File: config.mk
export PLATFORM = sky130hd
export DESIGN_NAME = ex_mem_pipe_stage
export DESIGN_NICKNAME = d
export VERILOG_FILES = /design/src/rtl/riscv_pipe_pkg.sv /design/src/rtl/pipe_skid_buf.sv /design/src/rtl/ex_mem_pipe_stage.sv
export SDC_FILE = /design/constraint.sdc
export NUM_CORES = 1
export LEC_CHECK = 0
export ABC_AREA = 0
export BUFFER_PORTS_ARGS = -buffer_cell sky130_fd_sc_hd__buf_2
export CAP_MARGIN = 15
export CELL_PAD_IN_SITES_DETAIL_PLACEMENT = 0
export CELL_PAD_IN_SITES_GLOBAL_PLACEMENT = 1
export CORE_MARGIN = 8
export CORE_UTILIZATION = 45
export CTS_CLUSTER_SIZE = 30
export DETAILED_ROUTE_END_ITERATION = 12
export PLACE_DENSITY = 0.8
export SLEW_MARGIN = 20
export SYNTH_ARGS = -nofsm -noshare
export SYNTH_HDL_FRONTEND = slang
export SYNTH_SLANG_ARGS = --single-unit
File: constraint.sdc
create_clock -name clk -period 9.9 [get_ports clk]
set_input_delay 0.99 -clock clk [delete_from_list [all_inputs] [get_ports clk]]
set_output_delay 0.99 -clock clk [all_outputs]
set_load 0.02 [all_outputs]
File: src/rtl/riscv_pipe_pkg.sv
// ============================================================================
//  Module      : riscv_pipe_pkg
//  Description : Shared types and constants for the EX->MEM pipeline stage.
//  Revision    : 1.0 - initial release
// ============================================================================
`default_nettype none

package riscv_pipe_pkg;

    localparam int c_xlen       = 32;
    localparam int c_reg_addr_w = 5;

    typedef logic [1:0] state_t;
    localparam state_t c_st_empty = 2'd0;
    localparam state_t c_st_busy  = 2'd1;
    localparam state_t c_st_full  = 2'd2;

    typedef struct packed {
        logic [c_xlen-1:0]       alu_result;
        logic [c_xlen-1:0]       store_data;
        logic [c_reg_addr_w-1:0] rd;
        logic                    reg_write;
        logic                    mem_read;
        logic                    mem_write;
        logic [2:0]              funct3;
    } ex_mem_payload_t;

endpackage

`default_nettype wire

File: src/rtl/pipe_skid_buf.sv
// ============================================================================
//  Module      : pipe_skid_buf
//  Description : Generic 2-entry skid buffer (EMPTY/BUSY/FULL) with sync flush.
//  Revision    : 1.0 - initial release
// ============================================================================
`default_nettype none

module pipe_skid_buf
    import riscv_pipe_pkg::*;
#(
    parameter type T = logic
) (
    input  logic clk,
    input  logic reset,
    input  logic i_flush,
    input  logic i_valid,
    output logic o_ready,
    input  T     i_data,
    output logic o_valid,
    input  logic i_ready,
    output T     o_data
);

    state_t r_state;
    state_t w_state_nxt;
    T       r_main;
    T       r_skid;

    logic w_in_xfer;
    logic w_out_xfer;
    logic w_load_main_in;
    logic w_load_main_skid;
    logic w_load_skid;

    // Ready depends only on the state flop, never on i_ready.
    assign o_ready    = (r_state != c_st_full);
    assign o_valid    = (r_state != c_st_empty);
    assign o_data     = r_main;
    assign w_in_xfer  = i_valid & o_ready;
    assign w_out_xfer = o_valid & i_ready;

    always_ff @(posedge clk or posedge reset) begin
        if (reset) begin
            r_state <= c_st_empty;
        end else begin
            r_state <= w_state_nxt;
        end
    end

    always_comb begin
        w_state_nxt      = r_state;
        w_load_main_in   = 1'b0;
        w_load_main_skid = 1'b0;
        w_load_skid      = 1'b0;
        if (i_flush) begin
            w_state_nxt = c_st_empty;
        end else begin
            case (r_state)
                c_st_empty: begin
                    if (w_in_xfer) begin
                        w_state_nxt    = c_st_busy;
                        w_load_main_in = 1'b1;
                    end
                end
                c_st_busy: begin
                    if (w_in_xfer && w_out_xfer) begin
                        w_load_main_in = 1'b1;
                    end else if (w_in_xfer) begin
                        w_state_nxt = c_st_full;
                        w_load_skid = 1'b1;
                    end else if (w_out_xfer) begin
                        w_state_nxt = c_st_empty;
                    end
                end
                c_st_full: begin
                    if (w_out_xfer) begin
                        w_state_nxt      = c_st_busy;
                        w_load_main_skid = 1'b1;
                    end
                end
                default: w_state_nxt = c_st_empty;
            endcase
        end
    end

    always_ff @(posedge clk or posedge reset) begin
        if (reset) begin
            r_main <= '0;
            r_skid <= '0;
        end else if (i_flush) begin
            r_main <= '0;
            r_skid <= '0;
        end else begin
            if (w_load_main_in) begin
                r_main <= i_data;
            end else if (w_load_main_skid) begin
                r_main <= r_skid;
            end
            if (w_load_skid) begin
                r_skid <= i_data;
            end
        end
    end

endmodule

`default_nettype wire

File: src/rtl/ex_mem_pipe_stage.sv
// ============================================================================
//  Module      : ex_mem_pipe_stage
//  Description : EX->MEM pipeline register with skid buffer, x0 rule, control
//                gating and optional perf counters (EXMEM_PERF_CNT_EN).
//  Revision    : 1.0 - initial release
// ============================================================================
`default_nettype none

module ex_mem_pipe_stage
    import riscv_pipe_pkg::*;
#(
    parameter int XLEN       = c_xlen,
    parameter int REG_ADDR_W = c_reg_addr_w
`ifdef EXMEM_PERF_CNT_EN
    ,
    parameter int CNT_W      = 16
`endif
) (
    input  logic                  clk,
    input  logic                  reset,
    input  logic                  flush,
    input  logic                  ex_valid,
    output logic                  ex_ready,
    input  logic [XLEN-1:0]       ex_alu_result,
    input  logic [XLEN-1:0]       ex_store_data,
    input  logic [REG_ADDR_W-1:0] ex_rd,
    input  logic                  ex_reg_write,
    input  logic                  ex_mem_read,
    input  logic                  ex_mem_write,
    input  logic [2:0]            ex_funct3,
    output logic                  mem_valid,
    input  logic                  mem_ready,
    output logic [XLEN-1:0]       mem_alu_result,
    output logic [XLEN-1:0]       mem_store_data,
    output logic [REG_ADDR_W-1:0] mem_rd,
    output logic                  mem_reg_write,
    output logic                  mem_mem_read,
    output logic                  mem_mem_write,
    output logic [2:0]            mem_funct3
`ifdef EXMEM_PERF_CNT_EN
    ,
    output logic [CNT_W-1:0]      perf_stall_cnt,
    output logic [CNT_W-1:0]      perf_flush_cnt
`endif
);

    ex_mem_payload_t w_in_p;
    ex_mem_payload_t w_out_p;

    // A write to x0 is architecturally a no-op, so drop the enable at entry.
    always_comb begin
        w_in_p            = '0;
        w_in_p.alu_result = ex_alu_result;
        w_in_p.store_data = ex_store_data;
        w_in_p.rd         = ex_rd;
        w_in_p.reg_write  = ex_reg_write & (ex_rd != '0);
        w_in_p.mem_read   = ex_mem_read;
        w_in_p.mem_write  = ex_mem_write;
        w_in_p.funct3     = ex_funct3;
    end

    pipe_skid_buf #(
        .T (ex_mem_payload_t)
    ) u_skid (
        .clk     (clk),
        .reset   (reset),
        .i_flush (flush),
        .i_valid (ex_valid),
        .o_ready (ex_ready),
        .i_data  (w_in_p),
        .o_valid (mem_valid),
        .i_ready (mem_ready),
        .o_data  (w_out_p)
    );

    assign mem_alu_result = w_out_p.alu_result;
    assign mem_store_data = w_out_p.store_data;
    assign mem_rd         = w_out_p.rd;
    assign mem_funct3     = w_out_p.funct3;
    assign mem_reg_write  = w_out_p.reg_write & mem_valid;
    assign mem_mem_read   = w_out_p.mem_read  & mem_valid;
    assign mem_mem_write  = w_out_p.mem_write & mem_valid;

`ifdef EXMEM_PERF_CNT_EN
    logic [CNT_W-1:0] r_stall_cnt;
    logic [CNT_W-1:0] r_flush_cnt;

    always_ff @(posedge clk or posedge reset) begin
        if (reset) begin
            r_stall_cnt <= '0;
            r_flush_cnt <= '0;
        end else begin
            if (mem_valid && !mem_ready && (r_stall_cnt != '1)) begin
                r_stall_cnt <= r_stall_cnt + CNT_W'(1);
            end
            if (flush && mem_valid && (r_flush_cnt != '1)) begin
                r_flush_cnt <= r_flush_cnt + CNT_W'(1);
            end
        end
    end

    assign perf_stall_cnt = r_stall_cnt;
    assign perf_flush_cnt = r_flush_cnt;
`endif

endmodule

`default_nettype wire

Yosys cells after proc, flatten, opt, wreduce, memory -nomap -nowiden
Cells that the tools add are included.

Eq/ne operators: 7. Muxes and demuxes: 22. Bitwise logic cells: 6. Reductions and logical operators: 7.

Operator list (count): $mux 75 (5); $mux 2 (6); $mux 1 (9); $and 1x1->1 (6); $ne 3x2->1 const B (2); $pmux 2 s3 (1); $reduce_bool 5->1 (1); $ne 4x2->1 const B (1); $reduce_and 4->1 (1); $reduce_bool 2->1 (2); $ne 3x3->1 const B (1); $reduce_bool 3->1 (1); $eq 2x1->1 const B (1); $eq 2x2->1 const B (1); $logic_not 2->1 (1); $ne 2x2->1 const B (1); $pmux 1 s2 (1); $logic_and 1x1->1 (1).

Flip-flop bits (word level): 152. Input port bits: 80. Word-level logic and storage cells: 57.

Depth between registers and ports, before layout
Gate-level depths: netlist of run 1.

Word-level depth: 8. Depth in mapped cells: 6.

Hierarchy
From an unflattened synthesis of run 1, not the netlist that was laid out.

Cells, all modules: 525. Area, all modules: 6575.1 µm².

Modules (own cells, without submodules): pipe_skid_buf (times used 1, cells each 520, area an instance 6541.3 µm², seq. area each 3803.6 µm²); ex_mem_pipe_stage (times used 1, cells each 5, area an instance 33.8 µm², seq. area each 0.0 µm²).

Least setup slack after synthesis of run 1
No wires, ideal clock.

Path kind: input to register. Start point: input flush. End point: register u_skid.r_main (netlist bit u_skid.o_data[11]). Arrival: 2.093 ns. Required time: 9.779 ns. Path slack: 7.686 ns. Cell stages on the path: 6. Buffers on the path: 3. Cell sequence: clkbuf_1 nor3_2 buf_4 buf_2 mux2i_1 o21ai_1.

Cells in the longest elaborated chain, start to end: 3. Elaborated cells on any way between the ends: 5.

RTL lines: start: declaration (line ex_mem_pipe_stage.sv:21) `input logic flush,`; $mux 1 (line pipe_skid_buf.sv:55) `if (i_flush) begin`; $mux 75 (line pipe_skid_buf.sv:94) `if (w_load_main_in) begin`; $mux 75 (line pipe_skid_buf.sv:90) `end else if (i_flush) begin`; end signal: assignment (line pipe_skid_buf.sv:95) `r_main <= i_data;`; end signal: assignment (line pipe_skid_buf.sv:97) `r_main <= r_skid;`; end: declaration (line pipe_skid_buf.sv:26) `T r_main;`.

Several ways; a longest one is shown, not always the timed one. A chain may end at the register's enable or synchronous reset.

Final worst setup path of run 1
Start point: input mem_ready. End point: register u_skid.r_main (netlist bit u_skid.o_data[33]).

Cells in the longest elaborated chain, start to end: 7. Elaborated cells on any way between the ends: 11.

RTL lines: start: declaration (line ex_mem_pipe_stage.sv:32) `input logic mem_ready,`; $and 1x1->1 * (line pipe_skid_buf.sv:40) `assign w_out_xfer = o_valid & i_ready;`; $logic_and 1x1->1 (line pipe_skid_buf.sv:66) `if (w_in_xfer && w_out_xfer) begin`; $mux 1 (line pipe_skid_buf.sv:66); $pmux 1 s2 (line pipe_skid_buf.sv:58) `case (r_state)`; $mux 1 (line pipe_skid_buf.sv:55); $mux 75 (line pipe_skid_buf.sv:94); $mux 75 (line pipe_skid_buf.sv:90).

Mark *: on every way between the ends. The rest lies on a longest branch, timed or not.

==> results of run 1 <==
## state kept, by name, summed over array words and instances (netlist names)
name and cells:
u_skid.r_skid 75, u_skid.r_state 2, u_skid.o_data 75
## worst reg2reg max path, cell delays in order, from the launching register on
cell and delay, ns:
dfrtp_1 0.44, mux2_2 0.40, a221oi_4 0.23, buf_4 0.68, or2_2 0.66, buf_4 0.53, o21ai_0 0.19
## layout by cell type, fill, tap and decap left out, drive strengths merged
cell type	synthesis	routed
a31oi	1	1
clkbuf	13	28
inv	4	4
a221oi	1	1
mux2i	74	74
a32o	1	1
dfrtp	152	152
o21ai	76	76
o31a	1	1
a22oi	1	1
a22o	74	74
clkinv	0	1
nor3	3	3
nand2b	2	2
buf	100	163
nand2	79	79
a211oi	1	1
a21oi	1	1
mux2	1	1
nor2b	5	5
nor2	3	3
clkinvlp	0	1
or2	1	1
## cell families after synthesis
logic type      synth area share
mux                        0.110
flops                      0.559
simple gates              0.0555
compound gates             0.160
buf+inv                    0.116
## power by group through the flow
stage | sequential [mW] | combinational [mW] | clock (mW)
2_1_floorplan | 0.664 | 0.116 | 0
3_3_place_gp | 0.668 | 0.147 | 0
3_5_place_dp | 0.669 | 0.150 | 0
4_1_cts | 0.658 | 0.151 | 0.594
5_1_grt | 0.661 | 0.163 | 0.623
6_report | 0.658 | 0.148 | 0.581
## per-stage QoR
step	instance area [µm²]	worst slack, ns	total power [mW]	cells	util
after floorplan	6810	4.82	0.781	594	-
after global placement	7140	6.01	0.815	832	0.477
after detailed placement	7140	5.95	0.819	832	0.477
after CTS	7670	6.39	1.40	862	0.512
after global routing	7680	6.14	1.45	862	0.513
final	7680	6.43	1.39	862	0.513
## routing by layer
| metal | global-route usage | vias up |
|---|---|---|
| met3 | 0.0571 | 10 |
| li1 | - | 2144 |
| met2 | 0.251 | 143 |
| met1 | 0.228 | 2297 |
| met5 | 0 | - |
| met4 | 0.0433 | 0 |
## final timing paths
check | from | end | slack (ns) | cells past startpoint
min | u_skid.o_data[30]$_DFFE_PP0P_ | u_skid.o_data[30]$_DFFE_PP0P_ | 0.47 | 2
min in group asynchronous | reset | u_skid.r_skid[33]$_DFFE_PP0P_ | 0.70 | 2
max in group asynchronous | reset | u_skid.o_data[4]$_DFFE_PP0P_ | 7.79 | 3
max reg2reg | u_skid.r_state[1]$_DFFE_PP0P_ | u_skid.o_data[33]$_DFFE_PP0P_ | 6.62 | 6
max | mem_ready | u_skid.o_data[33]$_DFFE_PP0P_ | 6.43 | 7
min reg2reg | u_skid.o_data[30]$_DFFE_PP0P_ | u_skid.o_data[30]$_DFFE_PP0P_ | 0.47 | 2
## layout make-up
type,instances,area (µm²)
fillers,1330,7300
flip-flops and latches,152,3800
multi-input cells,325,2260
repair buffers,163,833
clock buffers,28,517
well taps,188,235
inverters,4,20.0
clock inverters,2,12.5
==> impl_metrics.env, run 1 <==
export IMPL_status="completed"
export IMPL_cp_top_family="buffers and inverters"
export IMPL_crit_type="in -> reg"
export IMPL_postSynthAreaPerCell_um2=11.5
export IMPL_top_layer="met4"
export IMPL_die_h_um=139
export IMPL_antenna_found_initial=0
export IMPL_core_area_um2=15000
export IMPL_overflow=0
export IMPL_wl_per_cell_um=18.3
export IMPL_end_kind="register"
export IMPL_maxSlewViolCount=0
export IMPL_cap_violations=0
export IMPL_syn_to_final_growth_pct=12.8
export IMPL_yosysUniqueCellTypes=27
export IMPL_synth_most_common_cell="dfrtp_1"
export IMPL_drive_gt1_frac=0.288
export IMPL_htree_num_levels=4
export IMPL_hold_class="reg -> reg"
export IMPL_cts_root_buffer="clkbuf_16"
export IMPL_seq_area_frac_synth=0.559
export IMPL_crit_chain="buf_2, mux2_2, a221oi_4, buf_4, or2_2, buf_4, o21ai_0"
export IMPL_die_area_um2=19300
export IMPL_yosys_top_cells_count="152 x dfrtp_1, 79 x nand2_1, 74 x a22o_1, 74 x buf_4, 74 x mux2i_1"
export IMPL_gp_congestion=0.761
export IMPL_insertion_delay_ns=0.41
export IMPL_cts_setup_buffers=0
export IMPL_p_sw_mw=0.341
export IMPL_cts_tree="done"
export IMPL_syn_nets=674
export IMPL_internal_power_mw=1.05
export IMPL_first_global_vias=4987
export IMPL_via_per_inst=5.33
export IMPL_synth_top_area_frac=0.559
export IMPL_cts_resized=0
export IMPL_fmaxAchievable_mhz=288
export IMPL_cts_num_sinks=152
export IMPL_p_clk_frac=0.419
export IMPL_cts_clk_slew_worst_paths_ns=0.05
export IMPL_hold_buffers=0
export IMPL_numCtsBuffers=17
export IMPL_grt_pass1_wl_mm=26.2
export IMPL_ys_seq_elements=152
export IMPL_drt_wl_total_mm=15.8
export IMPL_start_util=0.455
export IMPL_grt_max_degree=78
export IMPL_synth_top_cell_by_area="dfrtp_1"
export IMPL_cp_slowest_stage_delay_ns=0.68
export IMPL_seq_power_share=0.475
export IMPL_worstMarginPinSlew_ns=0.958
export IMPL_route_detailed_drc=0
export IMPL_portBuffers=156
export IMPL_ios=157
export IMPL_fin_crit_ns=3.47
export IMPL_path_common_cell="buf_4"
export IMPL_startpoint_type="primary input"
export IMPL_dpl_hpwl_mm=10.2
export IMPL_grt_total_usage=0.168
export IMPL_path_max_fanout=76
export IMPL_synth_edf_count=0
export IMPL_sw_frac_of_total=0.246
export IMPL_finalHoldViolCount=0
export IMPL_power_frac_comb=0.107
export IMPL_synthFlopType="dfrtp_1"
export IMPL_synthTopCellsByArea="dfrtp_1 56%, mux2i_1 11%, a22o_1 9.5%, buf_4 8.2%, nand2_1 4.4%"
export IMPL_required_ns=10.16
export IMPL_synth_warnings=0
export IMPL_fin_hold_ws_ns=0.470
export IMPL_finalSetupViolations=0
export IMPL_vias=4594
export IMPL_final_nets=743
export IMPL_cts_buffer_depth=2
export IMPL_netlist_instances=594
export IMPL_post_route_period_util=0.351
export IMPL_first_iter_violations=342
export IMPL_power_leakage_nw=3.78
export IMPL_async_flop_share=1.00
export IMPL_drtPass1Iterations=5
export IMPL_slew_headroom=0.361
export IMPL_postRouteAntennaNets=0
export IMPL_rows=45
export IMPL_rsz0062_at_grt="false"
export IMPL_syn_area_um2=6810
export IMPL_worstPathArrival_ns=3.74
export IMPL_setup_tns_ns=0
export IMPL_diodes=0
export IMPL_power_density_nw_per_um2=181
export IMPL_worst_path_max_delay_cell="buf_4"
export IMPL_die_w_um=139
export IMPL_met1_length_mm=7.57
export IMPL_crit_buf_inv=3
export IMPL_vdd_drop_max_mv=0.115
export IMPL_wl_met2_mm=7.01
export IMPL_met3_length_mm=1.07
export IMPL_fin_skew_ns=0.00822
(Power assumes the default switching activity.)
==> inputs of run 2 (changes only) <==
Settings changed: CORE_UTILIZATION 45 to 38, PLACE_DENSITY 0.8 to 0.72.
Clock period 9.9 ns to 3 ns, I/O delays scaled along.
==> impl_metrics.env, run 2 (synthesis gave the netlist of run 1 again) <==
export IMPL_maxSlewViolCount=0
export IMPL_syn_to_final_growth_pct=16.0
export IMPL_portBuffers=156
export IMPL_layout_commonest_cell="buf_2"
export IMPL_die_h_um=150
export IMPL_finalSetupViolations=0
export IMPL_hold_class="in -> async"
export IMPL_status="completed"
export IMPL_finalHoldViolCount=0
export IMPL_cts_root_buffer="clkbuf_16"
export IMPL_grt_pass1_wl_mm=26.8
export IMPL_diodes=0
export IMPL_crit_type="reg -> reg"
export IMPL_slew_headroom=0.423
export IMPL_fin_crit_ns=2.19
export IMPL_rows=49
export IMPL_place_area_um2=7270
export IMPL_vdd_drop_max_mv=0.367
export IMPL_via_per_inst=5.16
export IMPL_cap_violations=0
export IMPL_gp_congestion=0.739
export IMPL_rsz0062_at_grt="false"
export IMPL_final_nets=747
export IMPL_internal_power_mw=3.73
export IMPL_numCtsBuffers=17
export IMPL_end_kind="register"
export IMPL_die_area_um2=22500
export IMPL_seq_power_share=0.438
export IMPL_power_frac_comb=0.102
export IMPL_dpl_hpwl_mm=10.7
export IMPL_insertion_delay_ns=0.42
export IMPL_grt_max_degree=76
export IMPL_power_leakage_nw=3.86
export IMPL_postRouteAntennaNets=0
export IMPL_fin_skew_ns=0.0100
export IMPL_final_cell_mix="156 x buf_2, 152 x dfrtp_1, 79 x nand2_1"
export IMPL_multiInputGateArea_um2=2250
export IMPL_drt_wl_total_mm=16.6
export IMPL_start_util=0.383
export IMPL_startpoint_type="register"
export IMPL_power_density_nw_per_um2=627
export IMPL_overflow=0
export IMPL_worstMarginPinSlew_ns=0.866
export IMPL_post_route_period_util=0.731
export IMPL_fmaxAchievable_mhz=456
export IMPL_core_area_um2=17800
export IMPL_sw_frac_of_total=0.246
export IMPL_drtPass1Iterations=4
export IMPL_ff_latch_area_um2=3800
export IMPL_cts_clk_slew_worst_paths_ns=0.07
export IMPL_hold_buffers=0
export IMPL_first_iter_violations=217
export IMPL_setup_tns_ns=0
export IMPL_drive_gt1_frac=0.302
export IMPL_die_w_um=150
export IMPL_antenna_found_initial=0
export IMPL_power_total_mw=4.95
export IMPL_p_sw_mw=1.22
export IMPL_required_ns=3.28
export IMPL_vias=4686
export IMPL_wl_per_cell_um=18.3
export IMPL_worstPathArrival_ns=2.47
export IMPL_p_clk_frac=0.460
export IMPL_route_detailed_drc=0
export IMPL_path_max_fanout=23
export IMPL_cts_num_sinks=152
export IMPL_cts_resized=0
export IMPL_final_area_um2=7900
export IMPL_grt_total_usage=0.152
export IMPL_cts_setup_buffers=0
export IMPL_cts_buffer_depth=2
export IMPL_cts_tree="done"
export IMPL_fillers=1672
export IMPL_first_global_vias=5077
export IMPL_ios=157
export IMPL_htree_num_levels=4
## run 2: cell types whose count changed in the layout (fill, tap and decap cells not counted), sizes merged
cell / previous run / this run
clkbuf: 28 / 19
clkinv: 1 / 6
buf: 163 / 167
bufinv: 0 / 4
clkinvlp: 1 / 2
## run 2: path summary, 6_finish.rpt
kind	startpoint	to	slack, ns	depth (start not counted)
max	u_skid.r_state[1]$_DFFE_PP0P_	u_skid.o_data[9]$_DFFE_PP0P_	0.81	5
min	reset	u_skid.o_data[27]$_DFFE_PP0P_	0.04	2
max reg2reg	u_skid.r_state[1]$_DFFE_PP0P_	u_skid.o_data[9]$_DFFE_PP0P_	0.81	5
min reg2reg	u_skid.o_data[38]$_DFFE_PP0P_	u_skid.o_data[38]$_DFFE_PP0P_	0.47	2
max in group asynchronous	reset	u_skid.o_data[2]$_DFFE_PP0P_	2.09	3
min in group clk	ex_alu_result[1]	u_skid.r_skid[44]$_DFFE_PP0P_	0.11	2
## run 2: routing by layer
layer  share of wire  wire, µm  track usage
met4           0.014       239       0.0600
met1            0.43      7200        0.190
met5               0         0            0
met3           0.077      1280       0.0460
met2            0.48      7900        0.241
## run 2: power by group through the flow
stage	logic, mW	registers (mW)	clock network (mW)
floorplan	0.384	2.19	0
global placement	0.507	2.20	0
detailed placement	0.516	2.21	0
CTS	0.518	2.17	2.33
global route	0.555	2.18	2.41
finish	0.505	2.17	2.28
## run 2: critical path, cell delays in order (launching register included)
cell and delay [ns]:
dfrtp_1 0.44, mux2_2 0.40, a221oi_4 0.24, or2_2 0.47
buf_4 0.36, o21ai_0 0.14
## run 2: layout make-up
type / count / share of cell area
Clock buffer: 19 / 0.0573
Clock inverter: 12 / 0.0220
Timing Repair Buffer: 167 / 0.116
Inverter: 4 / 0.00238
Sequential cell: 152 / 0.481
Tap cell: 229 / 0.0363
Multi-Input combinational cell: 325 / 0.285
## run 2: per-stage QoR
stage                util  cells  hold slack (ns)  worst slack, ns
floorplan               -    594            0.372            0.783
global placement    0.409    877            0.458            0.853
detailed placement  0.409    877            0.465            0.781
CTS                 0.444    908           0.0690            0.782
global route        0.444    908           0.0959            0.605
finish              0.444    908           0.0408            0.808
